### config.mk
export PLATFORM = sky130hd
export DESIGN_NAME = odd_parity_tx_ctrl_flat
export DESIGN_NICKNAME = d
export VERILOG_FILES = /design/src/rtl/odd_parity_tx_ctrl_pkg.sv /design/src/rtl/odd_parity_tx_ctrl_if.sv /design/src/rtl/odd_parity_tx_ctrl_acc.sv /design/src/rtl/odd_parity_tx_ctrl.sv /design/src/flat_wrapper.sv
export SDC_FILE = /design/constraint.sdc
export NUM_CORES = 1
export LEC_CHECK = 0
export BUFFER_PORTS_ARGS = -buffer_cell sky130_fd_sc_hd__buf_2
export CAP_MARGIN = 0
export CORE_MARGIN = 2
export CORE_UTILIZATION = 40
export DETAILED_ROUTE_END_ITERATION = 7
export GPL_TIMING_DRIVEN = 1
export PLACE_DENSITY = 0.58
export RECOVER_POWER = 100
export SLEW_MARGIN = 20
export SYNTH_ARGS = -nofsm -noshare
export SYNTH_HDL_FRONTEND = slang
export SYNTH_SLANG_ARGS = --single-unit
### constraint.sdc
create_clock -name clk -period 1.4 [get_ports clk]
set_input_delay 0.28 -clock clk [delete_from_list [all_inputs] [get_ports clk]]
set_output_delay 0.28 -clock clk [all_outputs]
set_load 0.02 [all_outputs]
### src/rtl/odd_parity_tx_ctrl_pkg.sv
// odd_parity_pkg: shared FSM states, widths and reset constants
package odd_parity_pkg;
  typedef enum logic [1:0] {IDLE, DATA, PARITY} state_t;
  localparam int FRAME_CNT_W = 16;
  localparam logic PARITY_INIT = 1'b1;
endpackage

### src/rtl/odd_parity_tx_ctrl_if.sv
// odd_parity_tx_ctrl_if: word handshake and serial frame signals
// err_inject exists only when PARITY_ERR_INJECT_EN is defined.
interface odd_parity_tx_ctrl_if import odd_parity_pkg::*; #(parameter int DATA_W = 8);
  logic in_valid;
  logic in_ready;
  logic [DATA_W-1:0] in_data;
  logic ser_out;
  logic ser_valid;
  logic frame_start;
  logic frame_done;
  logic busy;
  logic [FRAME_CNT_W-1:0] frame_cnt;
`ifdef PARITY_ERR_INJECT_EN
  logic err_inject;
  modport master (output in_valid, in_data, err_inject,
                  input in_ready, ser_out, ser_valid, frame_start, frame_done, busy, frame_cnt);
  modport slave (input in_valid, in_data, err_inject,
                 output in_ready, ser_out, ser_valid, frame_start, frame_done, busy, frame_cnt);
`else
  modport master (output in_valid, in_data,
                  input in_ready, ser_out, ser_valid, frame_start, frame_done, busy, frame_cnt);
  modport slave (input in_valid, in_data,
                 output in_ready, ser_out, ser_valid, frame_start, frame_done, busy, frame_cnt);
`endif
endinterface

### src/rtl/odd_parity_tx_ctrl_acc.sv
// odd_parity_acc: running odd-parity accumulator, one bit per enabled cycle
module odd_parity_acc import odd_parity_pkg::*; (
  input  logic clk,
  input  logic rst,
  input  logic init,
  input  logic bit_en,
  input  logic bit_in,
  output logic par
);
  always_ff @(posedge clk or posedge rst)
    if (rst) par <= PARITY_INIT;
    else if (init) par <= PARITY_INIT;
    else if (bit_en) par <= par ^ bit_in;
endmodule

### src/rtl/odd_parity_tx_ctrl.sv
// odd_parity_tx_ctrl: serialises words LSB first plus odd parity; PARITY_ERR_INJECT_EN adds err_inject
module odd_parity_tx_ctrl import odd_parity_pkg::*; #(parameter int DATA_W = 8) (
  input logic clk,
  input logic rst,
  odd_parity_tx_ctrl_if.slave bus
);
  localparam int CW = $clog2(DATA_W);
  state_t state, state_nx;
  logic [DATA_W-1:0] sh;
  logic [CW-1:0] cnt;
  logic [FRAME_CNT_W-1:0] frame_cnt;
  logic ser_out, ser_valid, frame_start, frame_done;
  logic par, inj, take, last, in_data_st;
  assign bus.in_ready = state != DATA;
  assign bus.busy = state != IDLE;
  assign bus.ser_out = ser_out;
  assign bus.ser_valid = ser_valid;
  assign bus.frame_start = frame_start;
  assign bus.frame_done = frame_done;
  assign bus.frame_cnt = frame_cnt;
  assign take = bus.in_valid && bus.in_ready;
  assign last = cnt == CW'(DATA_W - 1);
  assign in_data_st = state == DATA;
  always_comb state_nx = take ? DATA : (in_data_st && !last) ? DATA : in_data_st ? PARITY : IDLE;
  always_ff @(posedge clk or posedge rst)
    if (rst) state <= IDLE;
    else state <= state_nx;
  // the accumulator still lacks the bit on ser_out when the parity is registered
  odd_parity_acc u_acc (.clk(clk), .rst(rst), .init(take), .bit_en(in_data_st), .bit_in(ser_out), .par(par));
`ifdef PARITY_ERR_INJECT_EN
  always_ff @(posedge clk or posedge rst)
    if (rst) inj <= 1'b0;
    else if (take) inj <= bus.err_inject;
    else if (state == PARITY) inj <= 1'b0;
`else
  assign inj = 1'b0;
`endif
  always_ff @(posedge clk or posedge rst)
    if (rst) begin
      sh <= '0;
      cnt <= '0;
      ser_out <= 1'b0;
      ser_valid <= 1'b0;
      frame_start <= 1'b0;
      frame_done <= 1'b0;
      frame_cnt <= '0;
    end else begin
      frame_start <= take;
      frame_done <= in_data_st && last;
      ser_valid <= take || in_data_st;
      if (take) begin
        sh <= bus.in_data >> 1;
        cnt <= '0;
        ser_out <= bus.in_data[0];
      end else if (in_data_st) begin
        sh <= sh >> 1;
        cnt <= cnt + CW'(1);
        ser_out <= last ? par ^ ser_out ^ inj : sh[0];
      end else ser_out <= 1'b0;
      if (state == PARITY) frame_cnt <= frame_cnt + FRAME_CNT_W'(1);
    end
endmodule

### src/flat_wrapper.sv
// flat-port wrapper written by rule: the top's interface ports become plain ports
module odd_parity_tx_ctrl_flat import odd_parity_pkg::*;
#(parameter int DATA_W = 8)
  (clk, rst, bus_in_valid, bus_in_data, bus_in_ready, bus_ser_out, bus_ser_valid, bus_frame_start, bus_frame_done, bus_busy, bus_frame_cnt);
  odd_parity_tx_ctrl_if #(.DATA_W(DATA_W)) bus_i ();
  input logic clk;
  input logic rst;
  input wire logic [$bits(bus_i.in_valid)-1:0] bus_in_valid;
  input wire logic [$bits(bus_i.in_data)-1:0] bus_in_data;
  output wire logic [$bits(bus_i.in_ready)-1:0] bus_in_ready;
  output wire logic [$bits(bus_i.ser_out)-1:0] bus_ser_out;
  output wire logic [$bits(bus_i.ser_valid)-1:0] bus_ser_valid;
  output wire logic [$bits(bus_i.frame_start)-1:0] bus_frame_start;
  output wire logic [$bits(bus_i.frame_done)-1:0] bus_frame_done;
  output wire logic [$bits(bus_i.busy)-1:0] bus_busy;
  output wire logic [$bits(bus_i.frame_cnt)-1:0] bus_frame_cnt;
  assign bus_i.in_valid = bus_in_valid;
  assign bus_i.in_data = bus_in_data;
  assign bus_in_ready = bus_i.in_ready;
  assign bus_ser_out = bus_i.ser_out;
  assign bus_ser_valid = bus_i.ser_valid;
  assign bus_frame_start = bus_i.frame_start;
  assign bus_frame_done = bus_i.frame_done;
  assign bus_busy = bus_i.busy;
  assign bus_frame_cnt = bus_i.frame_cnt;
  odd_parity_tx_ctrl #(.DATA_W(DATA_W)) u_core (.clk(clk), .rst(rst), .bus(bus_i));
endmodule
==> impl_metrics.csv, run 1 <==
group,metric,value,unit
final_layout,final_core_util,50.6,%
clocking,postCtsHoldBufs,0,
final_layout,nets,175,
critical_path,path_class,"flip-flop to primary output",
critical_path,crit_required,1120,ps
power,powerDensity,1600,nW/um^2
power,ir_worst_vdd,635,uV
placement,dp_hpwl,1.85,mm
floorplanning,core-area,3420,um^2
power,swShare,34.2,%
sta,report.final.setup_viol,0,
route,vias_per_cell,4.76,
power,p_leak,0.845,nW
flow_run,drv_cap,0,
synthesis,synth_area,1460,um^2
placement,pre_cts_slack,150,ps
synthesis,synth_area_per_cell,11.9,um^2
critical_path,arrival,1120,ps
route,drtIter0Drc,61,
floorplanning,start_util,42.7,%
route,dr.pass1.iters,2,
power,power.total,0.00277,W
clocking,cts_tree,"done",
critical_path,crit_fanout,4,
floorplanning,placementRows,21,
clocking,clk_pin_slew,110,ps
final_layout,diodes,0,
power,pwr-share-clk,22.0,%
floorplanning,ios,33,
synthesis,synth_seq_area_share,56.6,%
final_layout,fillers,339,
sta,hold_viol_final,0,
run_status,status,"completed",
final_layout,drive_gt1_share,24.1,%
sta,period_needed,1400,ps
synthesis,synthFlopType,"dfrtp_1",
placement,io_buffers,32,
synthesis,yosysTopAreaCell,"dfrtp_1",
clocking,clockRootBuffer,"clkbuf_4",
placement,dp_cells,199,
grt,grt_max_degree,34,
route,wirelength,2.60,mm
grt,antenna_found_initial,0,
sta,max_freq,717,MHz
final_layout,fin_cells,208,
floorplanning,die_area,4150,um^2
power,seq_power_share,48.3,%
floorplanning,die-height,64.4,um
synthesis,synthesis.nets,137,
synthesis,synth-edff-count,0,
synthesis,synth_area_leaders,"dfrtp_1 55%, xnor2_1 6.6%, mux2i_1 5.5%",
final_layout,area.growth.synth_to_final,18.4,%
grt,grt_usage,14.5,%
power,power_switching,0.000947,W
route,ant_nets,0,
route,post-route-drc-count,0,
clocking,cts_num_sinks,33,
synthesis,synth_top_area_share,54.8,%
critical_path,cp-end-kind,"primary output",
sta,setup_slack,4.56,ps
sta,finalCritPeriodShare,99.7,%
synthesis,ys_seq_elements,33,
clocking,insertion_delay,330,ps
final_layout,final_common_cell,"dfrtp_1",
min_path,hold_path_class,"primary input to async pin",
power,p_int,0.00182,W
synthesis,async_reset_ff_share,100,%
synthesis,ys_warn_count,0,
clocking,numCtsBuffers,5,
critical_path,start_kind,"flip-flop",
sta,grt_setup_unrepaired,"yes",
sta,holdWs,154,ps
sta,tightest_slew,797,ps
sta,maxSlewViolCount,0,
sta,skew,8.45,ps
sta,maxSlewHeadroom,46.9,%
clocking,cts_buffer_depth,2,
route,drt-wirelength-per-cell,12.5,um
final_layout,final_cell_mix,"32 x dfrtp_1, 18 x nand2_1, 14 x clkbuf_1",
grt,grt_pass1_wl,4.55,mm
floorplanning,die_x,64.4,um
route,vias,991,
clocking,htree_levels,2,
synthesis,synthDistinctLibCells,34,
grt,gr-total-overflow,0,
synthesis,synthCells,123,
grt,grt_pass1_vias,979,
placement,place_congestion,0.758,
power,power_frac_comb,29.7,%
-- power groups by stage --
| stage | logic, W | clock network [W] | registers [W] |
|---|---|---|---|
| 2_1_floorplan | 0.000547 | 0 | 0.00140 |
| 3_5_place_dp | 0.000800 | 0 | 0.00136 |
| 5_1_grt | 0.000942 | 0.000687 | 0.00136 |
| 4_1_cts | 0.000882 | 0.000630 | 0.00134 |
| 6_report | 0.000823 | 0.000609 | 0.00134 |
| 3_3_place_gp | 0.000789 | 0 | 0.00134 |
-- cell type report --
| cell class | instances | area [um^2] | area share (%) |
|---|---|---|---|
| flip-flops and latches | 33 | 827 | 47.8 |
| multi-input cells | 84 | 594 | 34.4 |
| clock buffers | 7 | 65.1 | 3.76 |
| well taps | 46 | 57.6 | 3.33 |
| repair buffers | 35 | 173 | 9.99 |
| clock inverters | 1 | 5.00 | 0.289 |
| inverters | 2 | 7.51 | 0.434 |
-- sequential cells by signal, summed over array words and instances (netlist names) --
signal and count:
u_core.state 2, u_core.cnt 3, u_core.bus.ser_valid 1, u_core.sh 7, u_core.bus.frame_cnt 16, u_core.bus.ser_out 1, u_core.u_acc.par 1, u_core.bus.frame_start 1
u_core.bus.frame_done 1
-- cells by family (layout without fill, tap and decap cells) --
| kind of cell | count (synthesis) | after routing | share of synthesized area [%] |
|---|---|---|---|
| xor gates and xnor gates | 16 | 16 | 9.60 |
| AOI/OAI and AO/OA | 11 | 11 | 3.94 |
| adders and majority gates | 3 | 3 | 2.57 |
| DFF | 33 | 33 | 56.6 |
| buffers and inverters | 6 | 45 | 2.48 |
| muxes | 9 | 9 | 6.26 |
| and+or+nand+nor | 45 | 45 | 18.5 |
-- through the flow --
stage | cell area, um^2 | TNS (ps)
4_1_cts | 1760 | -23.0
5_1_grt | 1730 | -136
2_1_floorplan | 1460 | 0
6_report | 1730 | 0
3_3_place_gp | 1660 | 0
3_5_place_dp | 1660 | 0
-- what timing repair did --
item                       CTS  global route
setup endpoints to repair    2             2
resized for setup            6             0
setup buffers                1             0
-- cell usage after synthesis (2+ instances only) --
library cell,count
nand3b_1,2
nand3_1,3
ha_1,3
nand2_1,18
and2_4,2
nand4_1,2
buf_2,2
xnor2_1,11
o21ai_0,10
mux2i_1,8
dfrtp_1,32
and2_1,2
xor2_1,5
nor2_1,3
-- path summary, 6_finish.rpt --
kind | startpoint | to | slack (ps) | cells past startpoint
max reg2reg | u_core.bus.frame_cnt[2] | u_core.bus.frame_cnt[11] | 70 | 4
max in group asynchronous | rst | u_core.cnt[0] | 740 | 3
min | rst | u_core.bus.frame_cnt[10] | 150 | 3
min reg2reg | u_core.bus.frame_cnt[15] | u_core.bus.frame_cnt[15] | 470 | 1
max | u_core.state[0] | bus_busy | 5 | 2
min in group clk | bus_in_data[0] | u_core.bus.ser_out | 180 | 3
-- critical path, cell delays in order, from the launching register on --
cell and delay (ps):
dfrtp_1 410, or2_4 250, buf_6 130
-- routing by layer --
| layer | global-route usage (%) | part of all wire (%) |
|---|---|---|
| met3 | 5.38 | 5.7 |
| met1 | 17.2 | 44 |
| met5 | 0 | 0 |
| met4 | 6.38 | 1.8 |
| met2 | 23.7 | 49 |
(Power assumes the default switching activity.)
==> run 2: changes to the inputs <==
--- a/config.mk
+++ b/config.mk
@@ -8,11 +8,10 @@
 export BUFFER_PORTS_ARGS = -buffer_cell sky130_fd_sc_hd__buf_2
 export CAP_MARGIN = 0
 export CORE_MARGIN = 2
-export CORE_UTILIZATION = 40
+export CORE_UTILIZATION = 52
 export DETAILED_ROUTE_END_ITERATION = 7
 export GPL_TIMING_DRIVEN = 1
-export PLACE_DENSITY = 0.58
-export RECOVER_POWER = 100
+export PLACE_DENSITY = 0.73
 export SLEW_MARGIN = 20
 export SYNTH_ARGS = -nofsm -noshare
 export SYNTH_HDL_FRONTEND = slang
==> run 2 against run 1 <==
Compared with the run above: the flow now finishes with violations (negative setup slack); worst setup slack lost 19 ps; via count grew 0.81%; routed wire length shrank 0.12%; critical path depth is the same; sequential share of layout area shrank 0.68 points; die area shrank 22%; clock skew shrank 3.8 ps; sequential power is essentially flat; register-to-register slack is essentially flat; global-route usage grew 3.6 points; critical path type unchanged.
==> impl_metrics.csv, run 2 (synthesis gave the netlist of run 1 again) <==
group,metric,value,unit
clocking,htree_levels,2,
critical_path,r2r_start,"u_core.state[1]",
grt,grt_usage,18.2,%
floorplanning,die-height,57.0,um
min_path,worstHoldStart,"bus_in_data[0]",
floorplanning,placementRows,19,
critical_path,crit_required,1120,ps
critical_path,cp-end-kind,"primary output",
sta,period_needed,1410,ps
final_layout,drive_gt1_share,34.1,%
route,wirelength,2.59,mm
final_layout,fillers,229,
clocking,cts_num_sinks,33,
grt,grt_max_degree,25,
final_layout,nets,178,
final_layout,largest_reg_flops,16,
placement,io_buffers,32,
final_layout,top_register,"u_core.bus.frame_cnt",
sta,grt_setup_unrepaired,"yes",
sta,setup_slack,-14.3,ps
grt,antenna_found_initial,0,
floorplanning,start_util,53.9,%
sta,tightest_slew,304,ps
sta,maxSlewHeadroom,79.7,%
min_path,min_path_cells,3,
floorplanning,die_area,3250,um^2
sta,max_freq,707,MHz
sta,skew,4.67,ps
run_status,status,"finished, violations left",
power,ir_worst_vdd,1260,uV
sta,holdWs,185,ps
route,drtIter0Drc,17,
route,vias,999,
route,drt-wirelength-per-cell,13.3,um
floorplanning,core-area,2710,um^2
clocking,insertion_delay,330,ps
power,p_leak,0.916,nW
critical_path,arrival,1130,ps
placement,place_area,1650,um^2
clocking,clockRootBuffer,"clkbuf_4",
run_status,violations,"negative setup slack",
route,post-route-drc-count,0,
clocking,numCtsBuffers,5,
final_layout,diodes,0,
power,powerDensity,1580,nW/um^2
grt,grt_pass1_wl,4.46,mm
critical_path,ff2ff_path_depth,6,
clocking,cts_buffer_depth,2,
clocking,cts_tree,"done",
placement,place_congestion,0.719,
grt,grt_pass1_vias,989,
final_layout,area.growth.synth_to_final,20.1,%
flow_run,drv_cap,0,
floorplanning,ios,33,
critical_path,cp-startpoint,"u_core.state[0]",
sta,hold_viol_final,0,
min_path,hold_path_class,"primary input to flip-flop",
final_layout,fin_area,1750,um^2
critical_path,crit_fanout,4,
sta,report.final.setup_viol,1,
critical_path,path_class,"flip-flop to primary output",
route,dr.pass1.iters,4,
placement,dp_hpwl,1.88,mm
final_layout,top_regs,"u_core.bus.frame_cnt (16), u_core.sh (7), u_core.cnt (3)",
clocking,clk_pin_slew,90,ps
grt,gr-total-overflow,0,
final_layout,final_cell_mix,"32 x dfrtp_1, 30 x buf_2, 18 x nand2_1",
final_layout,final_common_cell,"dfrtp_1",
sta,maxSlewViolCount,0,
critical_path,start_kind,"flip-flop",
sta,finalCritPeriodShare,101,%
route,vias_per_cell,5.12,
route,ant_nets,0,
floorplanning,die_x,57.0,um
## run 2: cell types whose count changed in the layout (fill, tap and decap cells not counted), moves of 2 or more
cell      delta
buf_4        +3
buf_2       +20
and2_0       -2
clkbuf_1    -13
and2_4       +2
clkbuf_2     -8
## run 2: area by class of cell
type | count | area (um^2) | area share (%)
Inverter | 2 | 7.51 | 0.428
Tap cell | 31 | 38.8 | 2.21
Timing Repair Buffer | 38 | 224 | 12.8
Multi-Input combinational cell | 84 | 602 | 34.3
Clock buffer | 7 | 55.1 | 3.14
Sequential cell | 33 | 827 | 47.1
## run 2: path summary, 6_finish.rpt
| check | end | slack [ps] |
|---|---|---|
| min in group asynchronous | u_core.bus.frame_cnt[13] | 490 |
| worst max-delay path | bus_busy | -10 |
| worst min-delay path | u_core.bus.ser_out | 180 |
| worst min register to register | u_core.bus.frame_cnt[15] | 480 |
| max in group asynchronous | u_core.u_acc.par | 550 |
| worst max register to register | u_core.state[0] | 70 |
## run 2: timing repair
item | CTS | global route
endpoints found under the setup margin | 2 | 2
hold buffers | 1 | 0
buffers inserted | 1 | 1
endpoints found under the hold margin | 9 | 0
gates resized for setup | 5 | 2
## run 2: metrics by stage
| stage | instances | power, W | utilization [%] | setup slack (ps) | TNS (ps) |
|---|---|---|---|---|---|
| after floorplan | 123 | 0.00195 | - | 80.1 | 0 |
| after global placement | 185 | 0.00211 | 61.0 | 154 | 0 |
| after detailed placement | 185 | 0.00216 | 61.0 | 134 | 0 |
| after CTS | 194 | 0.00276 | 64.2 | -19.0 | -19.0 |
| after global routing | 195 | 0.00298 | 64.7 | -72.8 | -140 |
| final | 195 | 0.00277 | 64.7 | -14.3 | -14.3 |
## run 2: metal layers
layer  wire length (um)  global-route usage, %  up-vias  share of wire (%)
met3                175                   7.03        6                6.7
met5                  0                      0        -                  0
met4                 40                   5.98        0                1.5
met1               1080                   22.4      470                 42
met2               1290                   29.6       29                 50
li1                   -                      -      494                  -
## run 2: critical path, stage by stage (launching register included)
cell and delay (ps):
dfrtp_1 410, or2_4 270, buf_6 130
## run 2: report_power, final
part           internal, W  switching [W]  leakage (nW)
logic             0.000410       0.000504         0.453
registers          0.00119       0.000152         0.432
clock network     0.000237       0.000285        0.0314
total              0.00183       0.000940         0.916
